File: config.mk
export PLATFORM = sky130hd
export DESIGN_NAME = market_maker_module
export DESIGN_NICKNAME = d
export VERILOG_FILES = /design/src/rtl/mm_pkg.sv /design/src/rtl/mm_quote_engine.sv /design/src/rtl/market_maker_module.sv
export SDC_FILE = /design/constraint.sdc
export NUM_CORES = 1
export LEC_CHECK = 0
export ABC_CLOCK_PERIOD_IN_PS = 16400
export BUFFER_PORTS_ARGS = -buffer_cell sky130_fd_sc_hd__buf_4
export CAP_MARGIN = 20
export CORE_ASPECT_RATIO = 0.75
export CORE_MARGIN = 5
export CORE_UTILIZATION = 60
export CTS_CLUSTER_SIZE = 20
export DETAILED_ROUTE_END_ITERATION = 8
export GPL_TIMING_DRIVEN = 0
export PLACE_DENSITY = 0.81
export SETUP_SLACK_MARGIN = 0.02
export SYNTH_ARGS = -nofsm -noshare
export SYNTH_HDL_FRONTEND = slang
export SYNTH_SLANG_ARGS = --single-unit
File: constraint.sdc
create_clock -name clk -period 16.4 [get_ports clk]
set_input_delay 3.28 -clock clk [delete_from_list [all_inputs] [get_ports clk]]
set_output_delay 3.28 -clock clk [all_outputs]
set_load 0.02 [all_outputs]
File: src/rtl/mm_pkg.sv
// Shared widths, quote bundle and saturating price helpers for the market-maker quote engine.
package mm_pkg;

    localparam int unsigned PRICE_W = 8;
    localparam int unsigned SKEW_W  = 2 * PRICE_W + 1;
    localparam int unsigned RES_W   = SKEW_W + 1;
    localparam int unsigned INV_W   = PRICE_W + 1;

    typedef logic [PRICE_W-1:0] price_t;

    typedef struct packed {
        price_t r;
        price_t ask;
        price_t bid;
    } quote_t;

    function automatic price_t sat_add(input price_t a, input price_t b);
        logic [PRICE_W:0] sum;
        sum = {1'b0, a} + {1'b0, b};
        return sum[PRICE_W] ? '1 : sum[PRICE_W-1:0];
    endfunction

    function automatic price_t sat_sub(input price_t a, input price_t b);
        return (a < b) ? '0 : price_t'(a - b);
    endfunction

    // Clamp a signed reservation price into the unsigned price range.
    function automatic price_t clamp_res(input logic signed [RES_W-1:0] v);
        if (v[RES_W-1]) begin
            return '0;
        end
        if (|v[RES_W-2:PRICE_W]) begin
            return '1;
        end
        return v[PRICE_W-1:0];
    endfunction

endpackage

File: src/rtl/mm_quote_engine.sv
// Combinational quote engine: inventory skew, reservation price and saturated bid/ask.
module mm_quote_engine
    import mm_pkg::*;
#(
    parameter int unsigned GAMMA_SHIFT = 4
) (
    input  logic [PRICE_W-1:0] s,
    input  logic [PRICE_W-1:0] q,
    input  logic [PRICE_W-1:0] t,
    input  logic [PRICE_W-1:0] delta_a,
    input  logic [PRICE_W-1:0] delta_b,
    output quote_t             quote
);

    logic signed [SKEW_W-1:0] q_ext;
    logic signed [SKEW_W-1:0] t_ext;
    logic signed [SKEW_W-1:0] prod;
    logic signed [SKEW_W-1:0] skew;
    logic signed [RES_W-1:0]  s_ext;
    logic signed [RES_W-1:0]  skew_ext;
    logic signed [RES_W-1:0]  r_wide;
    price_t                   r;

    // q is signed inventory, t is an unsigned horizon; |q*t| <= 32640 fits the 17-bit product.
    always_comb begin
        q_ext    = {{(SKEW_W - PRICE_W){q[PRICE_W-1]}}, q};
        t_ext    = {{(SKEW_W - PRICE_W){1'b0}}, t};
        prod     = q_ext * t_ext;
        skew     = prod >>> GAMMA_SHIFT;
        s_ext    = {{(RES_W - PRICE_W){1'b0}}, s};
        skew_ext = {skew[SKEW_W-1], skew};
        r_wide   = s_ext - skew_ext;
        r        = clamp_res(r_wide);
        quote.r   = r;
        quote.ask = sat_add(r, delta_a);
        quote.bid = sat_sub(r, delta_b);
    end

endmodule

File: src/rtl/market_maker_module.sv
// Single-instrument market maker: registers market inputs, quotes around an inventory-skewed
// reservation price and pulses a buy/sell order when a fresh trade price crosses a quote.
module market_maker_module
    import mm_pkg::*;
#(
    parameter int unsigned GAMMA_SHIFT = 4,
    parameter int unsigned Q_MAX       = 100
) (
    input  logic               clk,
    input  logic               reset,
    input  logic [PRICE_W-1:0] websocket_data,
    input  logic [PRICE_W-1:0] s,
    input  logic [PRICE_W-1:0] q,
    input  logic [PRICE_W-1:0] t,
    input  logic [PRICE_W-1:0] delta_a,
    input  logic [PRICE_W-1:0] delta_b,
    output logic               buy_order,
    output logic               sell_order
);

    localparam logic signed [INV_W-1:0] Q_HI = INV_W'(Q_MAX);
    localparam logic signed [INV_W-1:0] Q_LO = -Q_HI;

    price_t price_q, price_d;
    price_t prev_price_q, prev_price_d;
    price_t s_q, s_d;
    price_t inv_q, inv_d;
    price_t t_q, t_d;
    price_t delta_a_q, delta_a_d;
    price_t delta_b_q, delta_b_d;
    logic   buy_order_q, buy_order_d;
    logic   sell_order_q, sell_order_d;

    logic                     tick;
    logic                     buy_cond;
    logic                     sell_cond;
    logic signed [INV_W-1:0]  inv_ext;
    quote_t                   quote;

    mm_quote_engine #(
        .GAMMA_SHIFT (GAMMA_SHIFT)
    ) u_quote_engine (
        .s       (s_q),
        .q       (inv_q),
        .t       (t_q),
        .delta_a (delta_a_q),
        .delta_b (delta_b_q),
        .quote   (quote)
    );

    // Input capture, tick detection and cross/limit decision.
    always_comb begin
        price_d      = websocket_data;
        prev_price_d = price_q;
        s_d          = s;
        inv_d        = q;
        t_d          = t;
        delta_a_d    = delta_a;
        delta_b_d    = delta_b;

        inv_ext   = {inv_q[PRICE_W-1], inv_q};
        tick      = (price_q != prev_price_q);
        buy_cond  = (price_q <= quote.bid) && (inv_ext < Q_HI);
        sell_cond = (price_q >= quote.ask) && (inv_ext > Q_LO);

        // A simultaneous cross only happens when both quotes collapse onto the price; stay flat.
        buy_order_d  = tick && buy_cond && !sell_cond;
        sell_order_d = tick && sell_cond && !buy_cond;
    end

    always_ff @(posedge clk or negedge reset) begin
        if (!reset) begin
            price_q      <= '0;
            prev_price_q <= '0;
            s_q          <= '0;
            inv_q        <= '0;
            t_q          <= '0;
            delta_a_q    <= '0;
            delta_b_q    <= '0;
            buy_order_q  <= 1'b0;
            sell_order_q <= 1'b0;
        end else begin
            price_q      <= price_d;
            prev_price_q <= prev_price_d;
            s_q          <= s_d;
            inv_q        <= inv_d;
            t_q          <= t_d;
            delta_a_q    <= delta_a_d;
            delta_b_q    <= delta_b_d;
            buy_order_q  <= buy_order_d;
            sell_order_q <= sell_order_d;
        end
    end

    assign buy_order  = buy_order_q;
    assign sell_order = sell_order_q;

    quote_order_a: assert property (@(posedge clk) disable iff (!reset)
        (quote.bid <= quote.r) && (quote.r <= quote.ask));

endmodule

Word-level counts from Yosys, hierarchy flattened
Index checks and enable logic that the tools add are counted.
{"block": "word_totals", "reg_bits": 58, "elab_cells": 37, "in_bits": 50, "out_inout_bits": 2}
{"block": "classes", "eq_ne": 1, "n_reduce_logical": 9, "muxes": 9, "add_sub_neg": 3, "magnitude_cmp": 5, "n_mul": 1}
{"op": "$mux 8", "n": 6}
{"op": "$mul 8x9->17", "n": 1}
{"op": "$sub 9x13->14", "n": 1}
{"op": "$add 8x8->9", "n": 1}
{"op": "$reduce_or 9->1", "n": 1}
{"op": "$ge 8x8->1", "n": 1}
{"op": "$gt 8x8->1 const B", "n": 1}
{"op": "$le 8x8->1", "n": 1}
{"op": "$lt 8x8->1", "n": 1}
{"op": "$lt 8x8->1 const B", "n": 1}
{"op": "$ne 8x8->1", "n": 1}
{"op": "$sub 8x8->8", "n": 1}
{"op": "$logic_and 1x1->1", "n": 6}
{"op": "$mux 1", "n": 3}
{"op": "$logic_not 1->1", "n": 2}

Longest topological paths before layout
Gate-level depths: netlist of run 1.
{"block": "logic_depth", "depth_word": 13, "mapped_depth": 44, "mapped_depth_nobuf": 42}

Cells and area by module
Synthesis of run 1 repeated with hierarchy kept, for this count alone.
{"block": "hier_totals", "cells_unflattened": 551, "area_unflattened_um2": 5431.5}
{"module": "mm_quote_engine", "cells_per_inst": 420, "area_per_inst_um2": 3422.0, "instances": 1, "seq_area_each_um2": 0.0}
{"module": "market_maker_module", "cells_per_inst": 131, "area_per_inst_um2": 2009.4, "instances": 1, "seq_area_each_um2": 1451.4}

Least setup slack after synthesis of run 1
OpenSTA, ideal clock, no wires.
{"block": "synth_path", "path_type": "reg-to-reg", "from": "register inv_q[7]", "to": "register sell_order_q (netlist: sell_order)", "slack_ps": 8270, "setup_ps": 120, "arrival_ps": 8010, "synth_period_minus_slack_ps": 8130, "path_stages_with_launch": 37, "path_buffers": 0, "t_required_ps": 16280, "path_cell_list": "dfrtp_1 clkinv_1 nor2_1 fa_1 fa_1 fa_1 fa_1 ha_1 nand3_1 o2111ai_1 a21o_2 a21o_1 xnor2_1 ha_1 inv_1 a2111oi_0 mux2i_1 nor2_4 a311oi_1 ha_1 inv_1 fa_1 nor2b_1 o21ai_0 a21boi_0 o21ai_0 a21boi_0 o21a_1 or3_1 ha_1 nand2b_1 a21o_1 a21o_1 a21o_1 a211oi_1 o21ai_0 and3_1"}
{"block": "synth_between", "elab_chain_cells": 13, "elab_cells_between_ends": 23, "classes_between": "3 x add/sub; 1 x mul; 5 x order compare; 8 x mux; 6 x reduce/logical"}
{"element": "start: declaration", "line": "market_maker_module.sv:27", "rtl": "price_t inv_q, inv_d;"}
{"element": "start signal: assignment", "line": "market_maker_module.sv:86", "rtl": "inv_q <= inv_d;"}
{"element": "$mul 8x9->17", "line": "mm_quote_engine.sv:28", "rtl": "prod = q_ext * t_ext;"}
{"element": "$sub 9x13->14", "line": "mm_quote_engine.sv:32", "rtl": "r_wide = s_ext - skew_ext;"}
{"element": "$reduce_or 9->1", "line": "mm_pkg.sv:32", "rtl": "if (|v[RES_W-2:PRICE_W]) begin"}
{"element": "$mux 1 (2 in a row)", "line": "mm_pkg.sv:32"}
{"element": "$mux 8", "line": "mm_pkg.sv:35", "rtl": "return v[PRICE_W-1:0];"}
{"element": "$mux 8", "line": "mm_pkg.sv:32"}
{"element": "$add 8x8->9, or another cell as far along", "line": "mm_pkg.sv:19", "rtl": "sum = {1'b0, a} + {1'b0, b};"}
{"element": "$mux 8 (on tied branches)", "line": "mm_pkg.sv:20, mm_pkg.sv:24"}
{"element": "$ge 8x8->1 or $le 8x8->1 (tied branches)", "line": "market_maker_module.sv:64, market_maker_module.sv:63"}
{"element": "$logic_and 1x1->1 (on tied branches)", "line": "market_maker_module.sv:64, market_maker_module.sv:63"}
{"element": "$logic_and 1x1->1 or $logic_not 1->1 (tied branches)", "line": "market_maker_module.sv:68", "rtl": "sell_order_d = tick && sell_cond && !buy_cond;"}
{"element": "$logic_and 1x1->1 *", "line": "market_maker_module.sv:68"}
{"element": "net sell_order_d", "line": "market_maker_module.sv:32", "rtl": "logic sell_order_q, sell_order_d;"}
{"element": "end signal: assignment", "line": "market_maker_module.sv:91", "rtl": "sell_order_q <= sell_order_d;"}
{"element": "end: declaration", "line": "market_maker_module.sv:32"}
The timed path passes the listed nets; every way through them passes the cells marked *. The select of a mux whose other input is x is not followed.

Worst setup path in the final report of run 1
Same ends and word-level chain as after synthesis.

==> results of run 1 <==
logic make-up (layout without fill, tap and decap cells):
group | Yosys count | in the layout | synth area share, %
multiplexers | 2 | 2 | 0.369
buffers and inverters | 86 | 153 | 5.98
XOR/XNOR | 28 | 28 | 4.52
AND/OR/NAND/NOR | 168 | 168 | 16.1
flip-flops | 58 | 58 | 26.8
adder cells (fa/ha/maj) | 121 | 121 | 33.3
AO/OA/AOI/OAI | 99 | 99 | 13.0
stage by stage:
| step | cells | power [mW] | worst slack [ns] | hold slack, ns |
|---|---|---|---|---|
| 2_1_floorplan | 562 | 0.854 | 8.27 | 0.392 |
| 3_3_place_gp | 725 | 1.00 | 7.24 | 0.414 |
| 3_5_place_dp | 725 | 1.05 | 6.96 | 0.434 |
| 4_1_cts | 741 | 1.24 | 6.85 | 0.460 |
| 5_1_grt | 741 | 1.37 | 6.14 | 0.474 |
| 6_report | 741 | 1.25 | 6.78 | 0.445 |
path summary, 6_finish.rpt:
kind / from / endpoint / slack [ns] / cells past startpoint
min reg2reg: prev_price_d[0] / prev_price_q[0] / 0.44 / 0
max in group asynchronous: reset / t_q[2] / 12.92 / 1
min in group asynchronous: reset / delta_b_q[3] / 3.00 / 1
min: prev_price_d[0] / prev_price_q[0] / 0.44 / 0
max: inv_q[7] / sell_order / 6.78 / 33
max reg2reg: inv_q[7] / sell_order / 6.78 / 33
state kept, by name, summed over array words and instances, names as in the netlist:
name,flops
delta_a_q,8
s_q,8
delta_b_q,8
prev_price_d,8
buy_order,1
prev_price_q,8
inv_q,8
t_q,8
sell_order,1
worst reg2reg max path, delay by kind of cell (launching register included):
family	cells	cell delay, ns
AO/OA/AOI/OAI	17	3.82
AND/OR/NAND/NOR	6	1.14
flip-flops	1	0.50
buffers and inverters	1	0.33
adder cells (fa/ha/maj)	8	3.54
XOR/XNOR	1	0.18
cell usage after synthesis (3+ instances only):
library cell	instances	area (um^2)
nand2_1	31	116
a21o_1	12	90.1
a21oi_1	17	85.1
nor3b_1	4	30.0
clkbuf_1	4	15.0
nor2b_1	6	37.5
xnor2_1	13	114
a31oi_1	3	18.8
xor2_1	15	131
nand2b_1	5	31.3
fa_1	39	781
and2_1	41	257
dfrtp_1	58	1450
nor2_1	39	146
a211oi_1	13	97.6
o2111ai_1	4	35.0
nor3_1	20	100
o21a_1	5	37.5
a21boi_0	5	37.5
and3_1	7	43.8
inv_1	78	293
o21ai_0	19	95.1
nand3_1	5	25.0
ha_1	82	1030
final cells by class:
| type | instances | area share (%) |
|---|---|---|
| Multi-Input combinational cell | 418 | 58.6 |
| Sequential cell | 58 | 23.3 |
| Timing Repair Buffer | 51 | 6.15 |
| Inverter | 79 | 4.76 |
| Clock buffer | 10 | 3.84 |
| Tap cell | 112 | 2.25 |
| Clock inverter | 6 | 0.663 |
| Buffer | 7 | 0.442 |
where the power goes:
| part | internal, mW | switching, mW |
|---|---|---|
| combinational | 0.384 | 0.535 |
| sequential | 0.153 | 0.00805 |
| clock | 0.106 | 0.0674 |
| total | 0.642 | 0.610 |
metal layers:
metal / GRT usage [%] / part of all wire [%] / up-vias / wire, um
met3: 5.98 / 6.8 / 17 / 818
met1: 32.2 / 47 / 2009 / 5590
met2: 36.2 / 45 / 138 / 5410
met5: 0 / 0 / - / 0
met4: 6.01 / 1.3 / 0 / 156
li1: - / - / 2025 / -
==> reports/qor.csv, run 1 <==
metric;value;unit
Syn Area/Cell;9.65;um^2
num ports;52;
initial core utilization;60.7;%
ANT nets after route;0;
PortBufs;51;
DIE HEIGHT;92.3;um
Final Skew;0.00645;ns
CP Data Required Time;16.62;ns
Pleak;3.12;nW
register area;1450;um^2
Die X-Extent;120;um
global-route wire length before repair;20400;um
CP Capture Type;register;
max-cap violation count;0;
initial antenna violation count;0;
total CTS buffers;9;
Yosys reg bits;58;
layout cell share with drive strength beyond 1;13.0;%
Mapped Area;5420;um^2
placeable core area;8930;um^2
CP Class;register to register;
crit start category;register;
first-pass detailed-route iteration total;5;
DR vias;4189;
final RePlAce weighted congestion;0.917;
DRT iter0 DRCs;344;
delay-heaviest family, CP;compound AO/OA/AOI/OAI gates;
Global Route Usage Sum;23.1;%
Routed WL;12000;um
Core Rows;30;
Post-DP Area;5950;um^2
Max VDD drop;202;uV
H-tree depth;3;
CTS tree;yes;
Crit-path slowest cell;fa_1;
ant diodes;0;
P&R area growth vs syn;14.8;%
synthesized net count;733;
Yosys cell types;51;
buffers and inverters on the worst path;1;
Seq/Total Area, Yosys;26.8;%
vias per cell;5.65;
root buf cell;clkbuf_16;
commonest non-fill, non-tap cell in the layout;ha_1;
drt drc;0;
Hold Fails Final Rpt;0;
Finished Core Util;69.7;%
fill count;681;
area occupied by multi-input gates;3650;um^2
drt wl/cell;16.2;um
fin nets;795;
Cell Pwr Density;201;nW/um^2
number of flops mapped to enable cells by yosys;0;
most frequent cells in the layout;82 x ha_1, 78 x inv_1, 58 x dfrtp_1, 51 x buf_4, 41 x and2_1;
vias in the first global route;4386;
fmax;0.104;GHz
critical path arrival;9.84;ns
design area;6230;um^2
Post-Synthesis Cells;562;
setup TNS;0;ns
clock slew at reported path FFs;0.05;ns
buffer count from post-CTS setup fixing;0;
CTS Buffer Depth;2;
endpoints failing setup;0;
Crit Path Max Fanout;10;
ys async rst share;100;%
overflow left after global routing;0;
Hold Path Class;register to register;
Max stage delay on crit path;0.55;ns
period utilization;58.6;%
Yosys warning count;0;
top_reg_cell synth;dfrtp_1;
Die ar.;11100;um^2
RSZ-0062 raised after global routing;false;
pin count of the biggest net entering global routing;59;
Max-slew headroom;52.8;%
Post-CTS Resized;0;
Clock Latency Late Sink;0.33;ns
HPWL after detailed placement;9440;um
status;finished, final reports clean;
CTS Sinks;58;
minimum clock period;9.62;ns
hold_buf cts;0;
measured slew at the worst slew-check pin;0.707;ns
Slew Limit Fails;0;
Power figures use the tool's default switching activity.
==> inputs of run 2 (changes only) <==
ABC_CLOCK_PERIOD_IN_PS = 9900   (was 16400)
clock period = 9.9 ns   (was 16.4 ns; I/O delays follow)
==> reports/qor.csv, run 2 (synthesis results as in run 1) <==
metric;value;unit;change
Max-slew headroom;52.9;%;was 52.8%
period utilization;93.7;%;was 58.6%
setup TNS;0;ns;unchanged
first-pass detailed-route iteration total;5;;unchanged
P&R area growth vs syn;15.3;%;was 14.8%
Max stage delay on crit path;0.54;ns;was 0.55 ns
global-route wire length before repair;20400;um;unchanged
hold_buf cts;0;;unchanged
status;finished, final reports clean;;unchanged
measured slew at the worst slew-check pin;0.707;ns;about the same
Hold Fails Final Rpt;0;;unchanged
Routed WL;12100;um;was 12000 um
H-tree depth;3;;unchanged
endpoints failing setup;0;;unchanged
final worst slack;0.625;ns;was 6.78 ns
CTS Sinks;58;;unchanged
Post-DP Area;5950;um^2;unchanged
pin count of the biggest net entering global routing;59;;unchanged
ant diodes;0;;unchanged
CP Data Required Time;10.12;ns;was 16.62 ns
layout cell share with drive strength beyond 1;14.3;%;was 13.0%
initial core utilization;60.7;%;unchanged
Hold Slack;0.445;ns;about the same
placeable core area;8930;um^2;unchanged
drt drc;0;;unchanged
Die X-Extent;120;um;unchanged
minimum clock period;9.27;ns;was 9.62 ns
max-cap violation count;0;;unchanged
vias per cell;5.65;;about the same
Final Skew;0.00790;ns;was 0.00645 ns
most frequent cells in the layout;82 x ha_1, 78 x inv_1, 56 x dfrtp_1, 54 x buf_4, 41 x and2_1;;was 82 x ha_1, 78 x inv_1, 58 x dfrtp_1, 51 x buf_4, 41 x and2_1
Slew Limit Fails;0;;unchanged
design area;6250;um^2;was 6230 um^2
dpl ws;0.464;ns;was 6.96 ns
Hold Path Class;register to register;;unchanged
Global Route Usage Sum;23.1;%;unchanged
CTS Buffer Depth;2;;unchanged
met3 Use GR;5.98;%;unchanged
ANT nets after route;0;;unchanged
overflow left after global routing;0;;unchanged
Pleak;3.13;nW;was 3.12 nW
HPWL after detailed placement;9440;um;unchanged
Crit-path slowest cell;fa_1;;unchanged
M1 GR Usage;32.2;%;unchanged
DIE HEIGHT;92.3;um;unchanged
critical path arrival;9.50;ns;was 9.84 ns
met2 Resource Use GR;36.2;%;unchanged
num ports;52;;unchanged
Crit Path Max Fanout;10;;unchanged
DRT iter0 DRCs;385;;was 344
clock slew at reported path FFs;0.05;ns;about the same
CP Class;register to register;;unchanged
Cell Pwr Density;332;nW/um^2;was 201 nW/um^2
Finished Core Util;70.0;%;was 69.7%
RSZ-0062 raised after global routing;false;;unchanged
Top cell by count, worst path;fa_1;;
drt wl/cell;16.3;um;was 16.2 um
initial antenna violation count;0;;unchanged
fin nets;795;;unchanged
fmax;0.108;GHz;was 0.104 GHz
DR vias;4188;;was 4189
GRT busiest layer;met2;;unchanged
Clock Latency Late Sink;0.33;ns;about the same
vias in the first global route;4386;;unchanged
final RePlAce weighted congestion;0.917;;unchanged
Max VDD drop;330;uV;was 202 uV
Die ar.;11100;um^2;unchanged
CP Capture Type;register;;unchanged
root buf cell;clkbuf_16;;unchanged
PortBufs;51;;unchanged
Core Rows;30;;unchanged
crit start category;register;;unchanged
commonest non-fill, non-tap cell in the layout;ha_1;;unchanged
total CTS buffers;9;;unchanged
CTS tree;yes;;unchanged
-- run 2: changes by cell type in the layout (fill, tap and decap cells not counted), moves of 2 or more --
| cell | change |
|---|---|
| buf_4 | +3 |
| clkbuf_1 | -3 |
| dfrtp_1 | -2 |
| dfrtp_2 | +2 |
-- run 2: timing repair --
| action | CTS | global route |
|---|---|---|
| hold endpoints to repair | 0 | 0 |
| gates resized for setup | 0 | 6 |
| setup endpoints to repair | 0 | 2 |
| setup buffers | 0 | 3 |
-- run 2: worst max-delay path, delay by kind of cell, from the launching register on --
kind	cells	cell delay [ns]
fa+ha+maj	9	3.72
compound gates	17	3.65
simple gates	6	0.88
flops	1	0.46
buf+inv	2	0.26
xor+xnor	1	0.18
-- run 2: routing by layer --
layer  part of all wire [%]  up-vias
met5                      0        -
met4                    1.3        0
met3                    6.2       17
met2                     45      142
met1                     47     2008
li1                       -     2021
-- run 2: stage by stage --
step / std cells / power, mW
after floorplan: 562 / 1.41
after global placement: 725 / 1.66
after detailed placement: 725 / 1.74
after CTS: 741 / 2.05
after global routing: 741 / 2.28
final: 741 / 2.08
-- run 2: area by class of cell --
type                            instances  area [um^2]
Buffer                                  4         16.3
Tap cell                              112          140
Multi-Input combinational cell        418         3660
Clock inverter                          6         41.3
Clock buffer                           10          239
Fill cell                             660         2680
Inverter                               79          300
Timing Repair Buffer                   54          405
Sequential cell                        58         1450
-- run 2: worst paths after layout --
kind                                 start         endpoint  slack [ns]  cells past startpoint
max                               inv_q[7]       sell_order        0.63                     35
min                        prev_price_d[0]  prev_price_q[0]        0.45                      0
max reg2reg                       inv_q[7]       sell_order        0.63                     35
min reg2reg                prev_price_d[0]  prev_price_q[0]        0.45                      0
max in group asynchronous            reset         inv_q[7]        7.68                      1
min in group asynchronous            reset     delta_b_q[3]        1.70                      1
-- run 2: report_power, final --
group / total [mW] / internal (mW) / switching (mW)
logic: 1.52 / 0.639 / 0.882
registers: 0.268 / 0.253 / 0.0151
clock network: 0.287 / 0.176 / 0.112
total: 2.08 / 1.07 / 1.01
==> inputs of run 3 (changes only) <==
ABC_AREA = 1   (was default)
PLACE_DENSITY = 0.8   (was 0.81)
==> reports/qor.csv, run 3 <==
metric;value;unit;change
Crit-path slowest cell;fa_1;;unchanged
Finished Core Util;71.4;%;was 70.0%
Syn Area/Cell;8.21;um^2;was 9.65 um^2
crit start category;register;;unchanged
register share of total power;13.7;%;was 12.9%
HPWL after detailed placement;9940;um;was 9440 um
clock share of power;17.8;%;was 13.8%
most common library cells after synthesis;154 x inv_1, 144 x nand2_1, 82 x ha_1;;was 82 x ha_1, 78 x inv_1, 58 x dfrtp_1
CP Capture Type;register;;unchanged
Sw Ratio;48.7;%;was 48.6%
layout cell share with drive strength beyond 1;14.6;%;was 14.3%
dpl ws;1.39;ns;was 0.464 ns
Yosys reg bits;58;;unchanged
Post-Synthesis Cells;687;;was 562
synthesized net count;858;;was 733
top_reg_cell synth;dfrtp_1;;unchanged
top-count cell post-synth;inv_1;;was ha_1
total CTS buffers;9;;unchanged
measured slew at the worst slew-check pin;0.707;ns;about the same
Routed WL;12300;um;was 12100 um
design area;6510;um^2;was 6250 um^2
Yosys top cell area share;25.7;%;was 26.8%
DR vias;4516;;was 4188
drt drc;0;;unchanged
Hold Crit Endpoint;prev_price_q[0];;unchanged
Hold Path Class;register to register;;unchanged
number of flops mapped to enable cells by yosys;0;;unchanged
Top cell by count, worst path;nand2_1;;was fa_1
final RePlAce weighted congestion;0.871;;was 0.917
first-pass detailed-route iteration total;4;;was 5
ANT nets after route;0;;unchanged
Max VDD drop;250;uV;was 330 uV
minimum clock period;8.65;ns;was 9.27 ns
initial antenna violation count;0;;unchanged
setup TNS;0;ns;unchanged
FF-to-FF setup slack;1.25;ns;was 0.63 ns
combinational share of power;68.6;%;was 73.2%
cell-internal power;974;uW;was 1.07 mW
status;finished, final reports clean;;unchanged
num ports;52;;unchanged
Seq/Total Area, Yosys;25.7;%;was 26.8%
root buf cell;clkbuf_16;;unchanged
worst reg2reg path endpoint;buy_order;;was sell_order
buffer count from post-CTS setup fixing;0;;unchanged
Max-slew headroom;52.8;%;was 52.9%
CTS Buffer Depth;2;;unchanged
endpoints failing setup;0;;unchanged
vias per cell;5.12;;was 5.65
Die ar.;11500;um^2;was 11100 um^2
fin nets;920;;was 795
largest cells by area after synthesis;dfrtp_1 26%, ha_1 18%, fa_1 14%;;was dfrtp_1 27%, ha_1 19%, fa_1 14%
Post-Place Cells;866;;was 725
CTS Sinks;58;;unchanged
DRT iter0 DRCs;235;;was 385
reg2reg path depth;44;;was 35
max-cap violation count;0;;unchanged
P_sw;926;uW;was 1.01 mW
Hold Fails Final Rpt;0;;unchanged
CP Data Required Time;10.16;ns;was 10.12 ns
Mapped Area;5640;um^2;was 5420 um^2
Crit Path Max Fanout;10;;unchanged
Post-DP Area;6180;um^2;was 5950 um^2
pin count of the biggest net entering global routing;59;;unchanged
Max stage delay on crit path;0.55;ns;was 0.54 ns
Slew Limit Fails;0;;unchanged
P&R area growth vs syn;15.5;%;was 15.3%
vias in the first global route;4613;;was 4386
Hold Slack;0.447;ns;was 0.445 ns
commonest non-fill, non-tap cell in the layout;inv_1;;was ha_1
fmax;0.116;GHz;was 0.108 GHz
Hold Path Depth;0;;unchanged
Hold Startpoint;prev_price_d[0];;unchanged
overall power;1.90;mW;was 2.08 mW
post-route insts no fill;882;;was 741
dominant cell type by area after synthesis;dfrtp_1;;unchanged
critical path arrival;8.91;ns;was 9.50 ns
Pleak;3.73;nW;was 3.13 nW
Global Route Usage Sum;23.5;%;was 23.1%
Yosys warning count;0;;unchanged
Cell Pwr Density;292;nW/um^2;was 332 nW/um^2
Clock Latency Late Sink;0.33;ns;about the same
Die X-Extent;122;um;was 120 um
Post-CTS Resized;0;;unchanged
ys async rst share;100;%;unchanged
r2r startpoint;inv_q[4];;was inv_q[7]
DIE HEIGHT;94.0;um;was 92.3 um
period utilization;87.4;%;was 93.7%
Final Skew;0.00412;ns;was 0.00790 ns
drt wl/cell;13.9;um;was 16.3 um
most frequent cells in the layout;154 x inv_1, 144 x nand2_1, 82 x ha_1, 58 x dfrtp_1, 51 x buf_4;;was 82 x ha_1, 78 x inv_1, 56 x dfrtp_1, 54 x buf_4, 41 x and2_1
final worst slack;1.25;ns;was 0.625 ns
CP Class;register to register;;unchanged
Core Rows;30;;unchanged
initial core utilization;61.8;%;was 60.7%
clock slew at reported path FFs;0.05;ns;about the same
placeable core area;9120;um^2;was 8930 um^2
ant diodes;0;;unchanged
PortBufs;51;;unchanged
overflow left after global routing;0;;unchanged
H-tree depth;3;;unchanged
hold_buf cts;0;;unchanged
CTS tree;yes;;unchanged
Yosys cell types;37;;was 51
global-route wire length before repair;21200;um;was 20400 um
RSZ-0062 raised after global routing;false;;unchanged
==> run 3: changes by cell type in the layout (fill, tap and decap cells not counted), sizes merged, moves of 7 or more <==
cell / previous run / this run
clkbuf: 11 / 23
a211oi: 13 / 0
nand3: 6 / 32
nand4: 0 / 12
nand2: 31 / 157
a21o: 14 / 2
and3: 7 / 0
inv: 79 / 157
a21oi: 20 / 37
nor3: 20 / 3
o21ai: 19 / 9
and2: 41 / 1
==> run 3: layer usage <==
layer / track usage, % / part of all wire [%] / vias up / wire [um]
met1: 29.5 / 43 / 2141 / 5330
li1: - / - / 2238 / -
met3: 4.88 / 5.2 / 25 / 635
met4: 6.72 / 1.9 / 0 / 235
met2: 41.0 / 50 / 112 / 6090
met5: 0 / 0 / - / 0
==> run 3: cell families after synthesis <==
| kind of cell | Yosys count | share of synthesized area (%) |
|---|---|---|
| AO/OA/AOI/OAI | 57 | 6.24 |
| flip-flops | 58 | 25.7 |
| XOR/XNOR | 23 | 3.57 |
| buffers and inverters | 171 | 11.4 |
| AND/OR/NAND/NOR | 257 | 21.0 |
| adder cells (fa/ha/maj) | 121 | 32.0 |
==> run 3: cell type report <==
cell class	count	area, um^2
Sequential cell	58	1450
Timing Repair Buffer	51	383
Clock buffer	10	239
Fill cell	740	2610
Tap cell	128	160
Multi-Input combinational cell	458	3540
Buffer	13	48.8
Clock inverter	6	90.1
Inverter	158	593
==> run 3: worst max-delay path, delay by kind of cell, from the launching register on <==
family,cells,cell delay (ns)
and+or+nand+nor,21,2.21
adders and majority gates,8,3.49
xor gates and xnor gates,1,0.12
AOI/OAI and AO/OA,11,1.87
DFF,1,0.31
buffers and inverters,3,0.56
==> run 3: power groups by stage <==
| stage | sequential, mW | clock (mW) | combinational (mW) |
|---|---|---|---|
| 2_1_floorplan | 0.265 | 0 | 0.999 |
| 3_5_place_dp | 0.264 | 0 | 1.27 |
| 3_3_place_gp | 0.264 | 0 | 1.23 |
| 6_report | 0.260 | 0.337 | 1.30 |
| 4_1_cts | 0.260 | 0.343 | 1.30 |
| 5_1_grt | 0.261 | 0.352 | 1.47 |
==> run 3: how the worst max path moves through the flow <==
stage,start,endpoint,slack (ns),cells after the start
2_1_floorplan,inv_q[7],buy_order,2.52,42
3_5_place_dp,inv_q[4],buy_order,1.39,44
3_3_place_gp,inv_q[7],buy_order,1.59,43
5_1_grt,inv_q[7],buy_order,0.48,40
6_report,inv_q[4],buy_order,1.25,44
4_1_cts,inv_q[4],buy_order,1.32,44
